`src/rtl/pwm_out_gen.sv`:
```
// pwm_out_gen: NUM_CH-channel PWM driver plus the per-period tick that paces the LED ramps.
// Ports: clk, rst (async active-low), en, duty[NUM_CH*DUTY_W], pwm_out[NUM_CH], tick, period_start. Option: PWM_GAMMA_EN.
module pwm_out_gen #(
  parameter int NUM_CH   = 8,
  parameter int DUTY_W   = 5,
  parameter int PRESCALE = 4
) (
  input  logic                     clk,
  input  logic                     rst,
  input  logic                     en,
  input  logic [NUM_CH*DUTY_W-1:0] duty,
  output logic [NUM_CH-1:0]        pwm_out,
  output logic                     tick,
  output logic                     period_start
);

`ifdef PWM_GAMMA_EN
  localparam int STEP_W = 8;
  localparam int MAX    = 254;
`else
  localparam int STEP_W = DUTY_W;
  localparam int MAX    = (1 << DUTY_W) - 2;
`endif
  localparam int PRE_W = (PRESCALE > 1) ? $clog2(PRESCALE) : 1;

  logic [PRE_W-1:0]  pre_cnt;
  logic [STEP_W-1:0] step_cnt;
  logic [STEP_W-1:0] step_nxt;
  logic [STEP_W-1:0] duty_lat [NUM_CH];
  logic [STEP_W-1:0] lat_nxt  [NUM_CH];
  logic [NUM_CH-1:0] pwm_nxt;
  logic              step;
  logic              wrap;

  // Duty mapping applied as the value is latched, so the compare stays a plain magnitude compare.
  function automatic logic [STEP_W-1:0] map_duty(input logic [DUTY_W-1:0] d);
`ifdef PWM_GAMMA_EN
    logic [31:0] p;
    p = (32'(d) * 32'(d) * 32'd255) / 32'd961;
    return STEP_W'(p);
`else
    return d;
`endif
  endfunction

  // Next-state values are computed once and reused for pwm_out, so the
  // output lines up with the registered counters without extra latency.
  always_comb begin
    step = (pre_cnt == PRE_W'(PRESCALE - 1));
    wrap = step && (step_cnt == STEP_W'(MAX));
    step_nxt = step_cnt;
    if (!en)
      step_nxt = '0;
    else if (wrap)
      step_nxt = '0;
    else if (step)
      step_nxt = step_cnt + STEP_W'(1);
    pwm_nxt = '0;
    for (int i = 0; i < NUM_CH; i++) begin
      if (!en || wrap)
        lat_nxt[i] = map_duty(duty[i*DUTY_W +: DUTY_W]);
      else
        lat_nxt[i] = duty_lat[i];
      pwm_nxt[i] = en && (step_nxt < lat_nxt[i]);
    end
  end

  always_ff @(posedge clk or negedge rst) begin
    if (!rst) begin
      pre_cnt      <= '0;
      step_cnt     <= '0;
      pwm_out      <= '0;
      tick         <= 1'b0;
      period_start <= 1'b0;
      for (int i = 0; i < NUM_CH; i++)
        duty_lat[i] <= '0;
    end else begin
      if (!en || step)
        pre_cnt <= '0;
      else
        pre_cnt <= pre_cnt + PRE_W'(1);
      step_cnt     <= step_nxt;
      pwm_out      <= pwm_nxt;
      tick         <= en && wrap;
      period_start <= en && wrap;
      for (int i = 0; i < NUM_CH; i++)
        duty_lat[i] <= lat_nxt[i];
    end
  end

endmodule

```
`config.mk`:
```
export PLATFORM = sky130hd
export DESIGN_NAME = pwm_out_gen
export DESIGN_NICKNAME = d
export VERILOG_FILES = /design/src/rtl/pwm_out_gen.sv
export SDC_FILE = /design/constraint.sdc
export NUM_CORES = 1
export LEC_CHECK = 0
export ABC_AREA = 1
export BUFFER_PORTS_ARGS = -buffer_cell sky130_fd_sc_hd__buf_2
export CAP_MARGIN = 20
export CELL_PAD_IN_SITES_DETAIL_PLACEMENT = 0
export CELL_PAD_IN_SITES_GLOBAL_PLACEMENT = 1
export CORE_ASPECT_RATIO = 0.9
export CORE_MARGIN = 3
export CORE_UTILIZATION = 25
export DETAILED_ROUTE_END_ITERATION = 7
export PLACE_DENSITY_LB_ADDON = 0.1
export SYNTH_ARGS = -nofsm -noshare
export SYNTH_HDL_FRONTEND = slang
export SYNTH_SLANG_ARGS = --single-unit
```
`constraint.sdc`:
```
create_clock -name clk -period 2.2 [get_ports clk]
set_input_delay 0.11 -clock clk [delete_from_list [all_inputs] [get_ports clk]]
set_output_delay 0.11 -clock clk [all_outputs]
set_load 0.02 [all_outputs]
```
==> results.md, run 1 <==
* Final worst path period share at 99.2%
* DR DRC count at 0
* Slew Limit Fails at 0
* Hold Startpoint: duty[21]
* Peak supply drop at 0.000334 V
* Unrepaired setup endpoints after global routing: true
* Crit. End Element: flop
* Routed WL at 8600 microns
* Die area at 14700 sq um
* #FFs+latches synth at 56
* Seq/Total Area, Yosys at 42.4%
* WHS Endpoint: duty_lat[16]
* Vias in the first global route at 2706
* Final nets at 581
* Commonest cells after routing, fill and taps aside: 68 x inv_1, 56 x dfrtp_1, 52 x buf_2
* Final Hold Vio Count at 0
* Clock latency on the worst-skew pair at 300 ps
* Reg2reg end: pwm_out[3]
* Clk sinks at 56
* # port buffers at 52
* Static Leak at 0.00259 uW
* GPL Wtd Cong at 0.750
* Mean Syn Cell Area at 8.64 sq um
* Sequential cell area at 1400 sq um
* Share of layout cells above drive strength 1 at 53.5%
* DR vias/cell at 4.14
* Hold WC Path Type: input pin to flop
* Root Buffer: clkbuf_16
* CP Launch Type: flop
* Reg-to-reg startpoint: step_cnt[0]
* Setup TNS at 0 ps
* # IOs at 53
* Endpoints failing setup at 0
* DRT iter0 DRCs at 79
* Setup CP Type: flop to flop
* Final ANT Viol Nets at 0
* Worst Path Required at 2420 ps
* Post-synth EDFFs at 0
* Inst Count DP at 612
* Crit path DAT at 2410 ps
* Distinct cell type count after synthesis at 23
* CTS clk-pin slew, worst paths at 70 ps
* Outcome: finished, final reports clean
* Syn_nets at 461
* Crit path cell chain: inv_1, ha_2, nand3_2, o21bai_4, buf_8, buf_12, buf_12, nand2_4, o21ai_4, ha_4, a211oi_2, nand3_2, a21oi_2
* DRT Pass-1 Iters at 4
* Max-capacitance violation count at 0
* Drt wl/cell at 12.9 microns
* Slowest cell on crit path: dfrtp_1
* N_diodes at 0
* Maximum fanout along the worst path at 8
* Post-DP HPWL at 5640 microns
* Fin util at 39.4%
* Dominant synthesized flop cell: dfrtp_1
* Most common cell after layout, fill and taps aside: inv_1
* Reg2Reg Setup Slack at 20 ps
* Post-Synthesis Cells at 383
* Min Tclk post-route at 2180 ps
* Async set or reset register ratio after synthesis at 100%
* Fill count at 1354
* Slew HR at 77.2%
* Row cnt at 39
* Hold path depth at 3
* Grt ovf at 0
* Vias at 2756
* Largest net degree at the start of global routing at 57
* GRT Total Usage at 12.0%
* First-pass GRT wire length at 13800 microns
* Area Overhead vs Synth at 52.9%
* H-tree depth at 2
* Fmax at 458 MHz
* Initial antenna violation count at 0
* Warnings from Yosys at 0
* Skew final at 6.12 ps
* CORE AREA at 12800 sq um
* Worst-margin pin slew at 342 ps
* FF-to-FF path depth at 13
* Starting Density at 25.8%
* Clock buffer depth at 2
* Fin cells at 665
* Worst path max stage delay at 400 ps
* Num CTS Buffers at 5
* TritonCTS clock tree: done
* Die Height at 115 microns
* Syn Std Cell Area at 3310 sq um
* Multi-input logic area at 1930 sq um
* Die Wd at 127 microns
* Power density over cell area at 504 nW/um^2
[worst max-delay path: cells and delay by family (launching register included)]
family,cells,cell delay (ps)
simple gates,3,230
compound gates,4,620
flops,1,400
fa+ha+maj,2,400
buf+inv,4,460
[repair_timing]
item                                   in CTS  in global routing
gates cloned                                1                  1
endpoints found under the hold margin      56                  0
setup endpoints to repair                   8                  8
setup buffers                              24                 21
hold buffers                                1                  0
gates resized for setup                    40                 84
pin swaps                                  18                 46
[cell families (layout without fill, tap and decap cells)]
logic type	count (synthesis)	in the layout	share of synthesized area (%)
fa+ha+maj	35	35	13.2
xor+xnor	3	3	0.794
simple gates	131	131	17.3
flops	56	56	42.4
compound gates	49	49	12.1
buf+inv	108	226	13.9
mux	1	1	0.303
[state kept, by name, summed over array words and instances, names as in the netlist]
| register | cells |
|---|---|
| duty_lat | 40 |
| pwm_out | 8 |
| step_cnt | 5 |
| pre_cnt | 2 |
| period_start | 1 |
[worst max-delay path by stage]
| stage | start | endpoint | slack (ps) | cells after the start |
|---|---|---|---|---|
| floorplan | pre_cnt[0] | pwm_out[2] | 1 | 13 |
| detailed placement | pre_cnt[0] | pwm_out[3] | -340 | 12 |
| finish | step_cnt[0] | pwm_out[3] | 20 | 13 |
| global placement | pre_cnt[0] | pwm_out[3] | -350 | 8 |
| global route | step_cnt[0] | pwm_out[3] | -110 | 13 |
| CTS | step_cnt[0] | pwm_out[3] | -30 | 15 |
[cell usage after synthesis (2+ instances only)]
cell type / count / area [sq um]
a211oi_1: 8 / 60.1
a21oi_1: 8 / 40.0
and2_1: 8 / 50.1
buf_2: 2 / 10.0
buf_4: 4 / 30.0
buf_6: 5 / 56.3
dfrtp_1: 56 / 1400
ha_1: 35 / 438
inv_1: 76 / 285
inv_2: 20 / 75.1
nand2_1: 68 / 255
nand3_1: 33 / 165
nand3_2: 2 / 20.0
nor2_1: 17 / 63.8
o21ai_2: 32 / 280
xor2_1: 2 / 17.5
[power breakdown]
part	internal, uW	total, uW	switching (uW)
Sequential	1110	1140	33.5
Clock	406	791	386
Combinational	306	619	313
Total	1820	2550	732
[stage by stage]
stage          area (sq um)  total power [uW]  setup WS [ps]  hold slack, ps
2_1_floorplan          3310              1420           1.07            -186
3_3_place_gp           3890              1580           -352             153
3_5_place_dp           3910              1580           -337             151
4_1_cts                4450              2470          -28.9            23.9
5_1_grt                5060              2700           -106            38.0
6_report               5060              2550           18.5            24.7
[cell type report]
cell class	count	area share, %
tap	164	4.06
inverter	96	7.12
clock buffer	5	2.47
multi-input combinational	219	38.2
timing repair buffer	125	20.4
sequential	56	27.7
[routing by layer]
metal  up-vias  track usage, %  part of all wire (%)
li1       1417               -                     -
met1      1291            17.2                    52
met2        41            18.7                    43
met3         7            2.51                   3.4
met4         0            2.79                  0.91
met5         -               0                     0
(Power assumes the default switching activity.)
==> run 2: changes to the inputs <==
--- a/config.mk
+++ b/config.mk
@@ -8,13 +8,10 @@
 export ABC_AREA = 1
 export BUFFER_PORTS_ARGS = -buffer_cell sky130_fd_sc_hd__buf_2
 export CAP_MARGIN = 20
-export CELL_PAD_IN_SITES_DETAIL_PLACEMENT = 0
-export CELL_PAD_IN_SITES_GLOBAL_PLACEMENT = 1
 export CORE_ASPECT_RATIO = 0.9
 export CORE_MARGIN = 3
-export CORE_UTILIZATION = 25
+export CORE_UTILIZATION = 30
 export DETAILED_ROUTE_END_ITERATION = 7
-export PLACE_DENSITY_LB_ADDON = 0.1
 export SYNTH_ARGS = -nofsm -noshare
 export SYNTH_HDL_FRONTEND = slang
 export SYNTH_SLANG_ARGS = --single-unit
==> results.md, run 2 (synthesis gave the netlist of run 1 again) <==
* Drt wl/cell at 13.7 microns (+6.3%)
* CP bufs+invs at 6 (+2)
* CP Launch Type: flop
* Final ANT Viol Nets at 0 (unchanged)
* Maximum fanout along the worst path at 7 (-1)
* N_diodes at 0 (unchanged)
* Max reg flops at 40 (unchanged)
* Power density over cell area at 547 nW/um^2 (+8.4%)
* Unrepaired setup endpoints after global routing: true
* Largest Register: duty_lat
* Slew HR at 63.1% (-14 points)
* Grt ovf at 0 (unchanged)
* Die area at 12300 sq um (-16%)
* Fmax at 446 MHz (-2.7%)
* Clock buffer depth at 2 (unchanged)
* DRT iter0 DRCs at 98 (+24%)
* Worst Path Required at 2410 ps (about the same)
* H-tree depth at 2 (unchanged)
* Crit. End Element: flop
* Share of layout cells above drive strength 1 at 41.6% (-12 points)
* Min Tclk post-route at 2240 ps (+60.8 ps)
* Die Wd at 117 microns (-8.3%)
* Vias in the first global route at 2693 (-0.48%)
* Final Hold Vio Count at 0 (unchanged)
* Cell mode on critical path: buf_6
* Row cnt at 35 (-10%)
* Worst-margin pin slew at 553 ps (+211 ps)
* TritonCTS clock tree: done
* Skew final at 6.81 ps (+0.697 ps)
* Max-capacitance violation count at 0 (unchanged)
* Crit path max-delay family: buffers and inverters
* Area Overhead vs Synth at 36.4%
* Hold WC Path Type: input pin to flop
* Slew Limit Fails at 0 (unchanged)
* Crit path DAT at 2450 ps (+40 ps)
* Failing checks: negative setup slack
* Top Registers: duty_lat (40), pwm_out (8), step_cnt (5)
* Pre-CTS setup slack at -278 ps (+59.1 ps)
* Worst path max stage delay at 390 ps (about the same)
* Largest net degree at the start of global routing at 24 (-58%)
* Multi-input logic area at 1750 sq um (-9.5%)
* Clock latency on the worst-skew pair at 290 ps (about the same)
* Slowest cell on crit path: dfrtp_1
* DR DRC count at 0 (unchanged)
* Routed WL at 8250 microns (-4.1%)
* DRT Pass-1 Iters at 4 (unchanged)
* GRT Total Usage at 12.5% (+0.53 points)
* # port buffers at 52 (unchanged)
* CTS clk-pin slew, worst paths at 70 ps (about the same)
* Post-DP HPWL at 5140 microns (-9.0%)
* Die Height at 106 microns (-8.3%)
* Root Buffer: clkbuf_16
* Final nets at 548 (-5.7%)
* Peak supply drop at 0.000328 V (-1.9%)
* DR vias/cell at 4.52 (+9.0%)
* Outcome: complete, but fails checks
* Static Leak at 0.00238 uW (-8.3%)
* Final worst path period share at 102% (+2.8 points)
* Num CTS Buffers at 5 (unchanged)
* Fill count at 1039 (-23%)
* Commonest cells after routing, fill and taps aside: 75 x inv_1, 61 x nand2_1, 56 x dfrtp_1
* Vias at 2710 (-1.7%)
* Sequential cell area at 1400 sq um (unchanged)
* GPL Wtd Cong at 0.789 (+5.3%)
* Crit path cell chain: inv_1, ha_2, nand3_2, o21bai_4, buf_6, buf_8, buf_6, buf_6, nand2_4, o21ai_4, ha_1, nand2_1, inv_1, nand3_1, nand3_1, a21oi_1
* Fin util at 42.9% (+3.5 points)
* Setup slack after layout at -42.3 ps (-60.8 ps)
* # IOs at 53 (unchanged)
* First-pass GRT wire length at 12600 microns (-8.8%)
* Most common cell after layout, fill and taps aside: inv_1
* Setup CP Type: flop to flop
* Clk sinks at 56 (unchanged)
* CORE AREA at 10500 sq um (-18%)
* Initial antenna violation count at 0 (unchanged)
* Starting Density at 31.5% (+5.7 points)
* Endpoints failing setup at 1 (+1)
## run 2: changes by cell type in the layout (fill, tap and decap cells not counted), moves of 4 or more
cell     before  now
buf_12        9    1
nand3_2      14    3
nand2_1      46   61
inv_2        28   21
nand3_1      21   32
nor2_2        8    4
inv_1        68   75
buf_4        47   24
buf_8         5    1
nand2_2      16    6
nand2_4       7    2
## run 2: per-layer routing
layer	vias up	track usage, %	share of wire, %	routed length, microns
li1	1358	-	-	-
met1	1283	17.4	45	3750
met2	57	20.5	50	4130
met3	12	1.95	3.1	259
met4	0	2.78	1.3	110
met5	-	0	0	0
## run 2: final timing paths
kind | from | endpoint | slack (ps) | cells past startpoint
worst max-delay path | step_cnt[0] | pwm_out[0] | -40 | 16
worst max register to register | step_cnt[0] | pwm_out[0] | -40 | 16
worst min-delay path | duty[21] | duty_lat[16] | 40 | 3
worst min register to register | duty_lat[3] | duty_lat[3] | 490 | 2
max in group asynchronous | rst | duty_lat[27] | 1190 | 3
min in group asynchronous | rst | duty_lat[37] | 350 | 2
## run 2: power by group
group / total, uW / switching, uW / internal, uW
Clock: 810 / 359 / 450
Combinational: 514 / 284 / 230
Sequential: 1140 / 35.4 / 1110
Total: 2470 / 679 / 1790
## run 2: what timing repair did
| action | 4_1_cts | 5_1_grt |
|---|---|---|
| endpoints found under the hold margin | 21 | 0 |
| setup endpoints to repair | 8 | 8 |
| buffers inserted | 6 | 13 |
| cloned | 1 | 3 |
| pin swaps | 1 | 19 |
| hold buffers | 1 | 0 |
| gates resized for setup | 21 | 41 |
## run 2: layout make-up
cell class	count	share of cell area [%]
clock buffer	6	3.08
tap	129	3.58
inverter	96	7.99
clock inverter	2	0.222
multi-input combinational	219	38.8
timing repair buffer	92	15.3
sequential	56	31.1
## run 2: worst min-delay path, cell delays in order
cell and delay, ps:
buf_2 70, nand2_1 50, o21ai_2 60
## run 2: stage by stage
step                std cells  TNS (ps)  power (uW)  hold slack, ps  instance area [sq um]
floorplan                 383         0        1420            -186                   3310
global placement          569     -1560        1540             126                   3770
detailed placement        569     -2030        1560             126                   3770
CTS                       585     -41.2        2400            42.8                   4110
global route              600      -229        2600            59.5                   4510
finish                    600     -42.3        2470            40.1                   4510
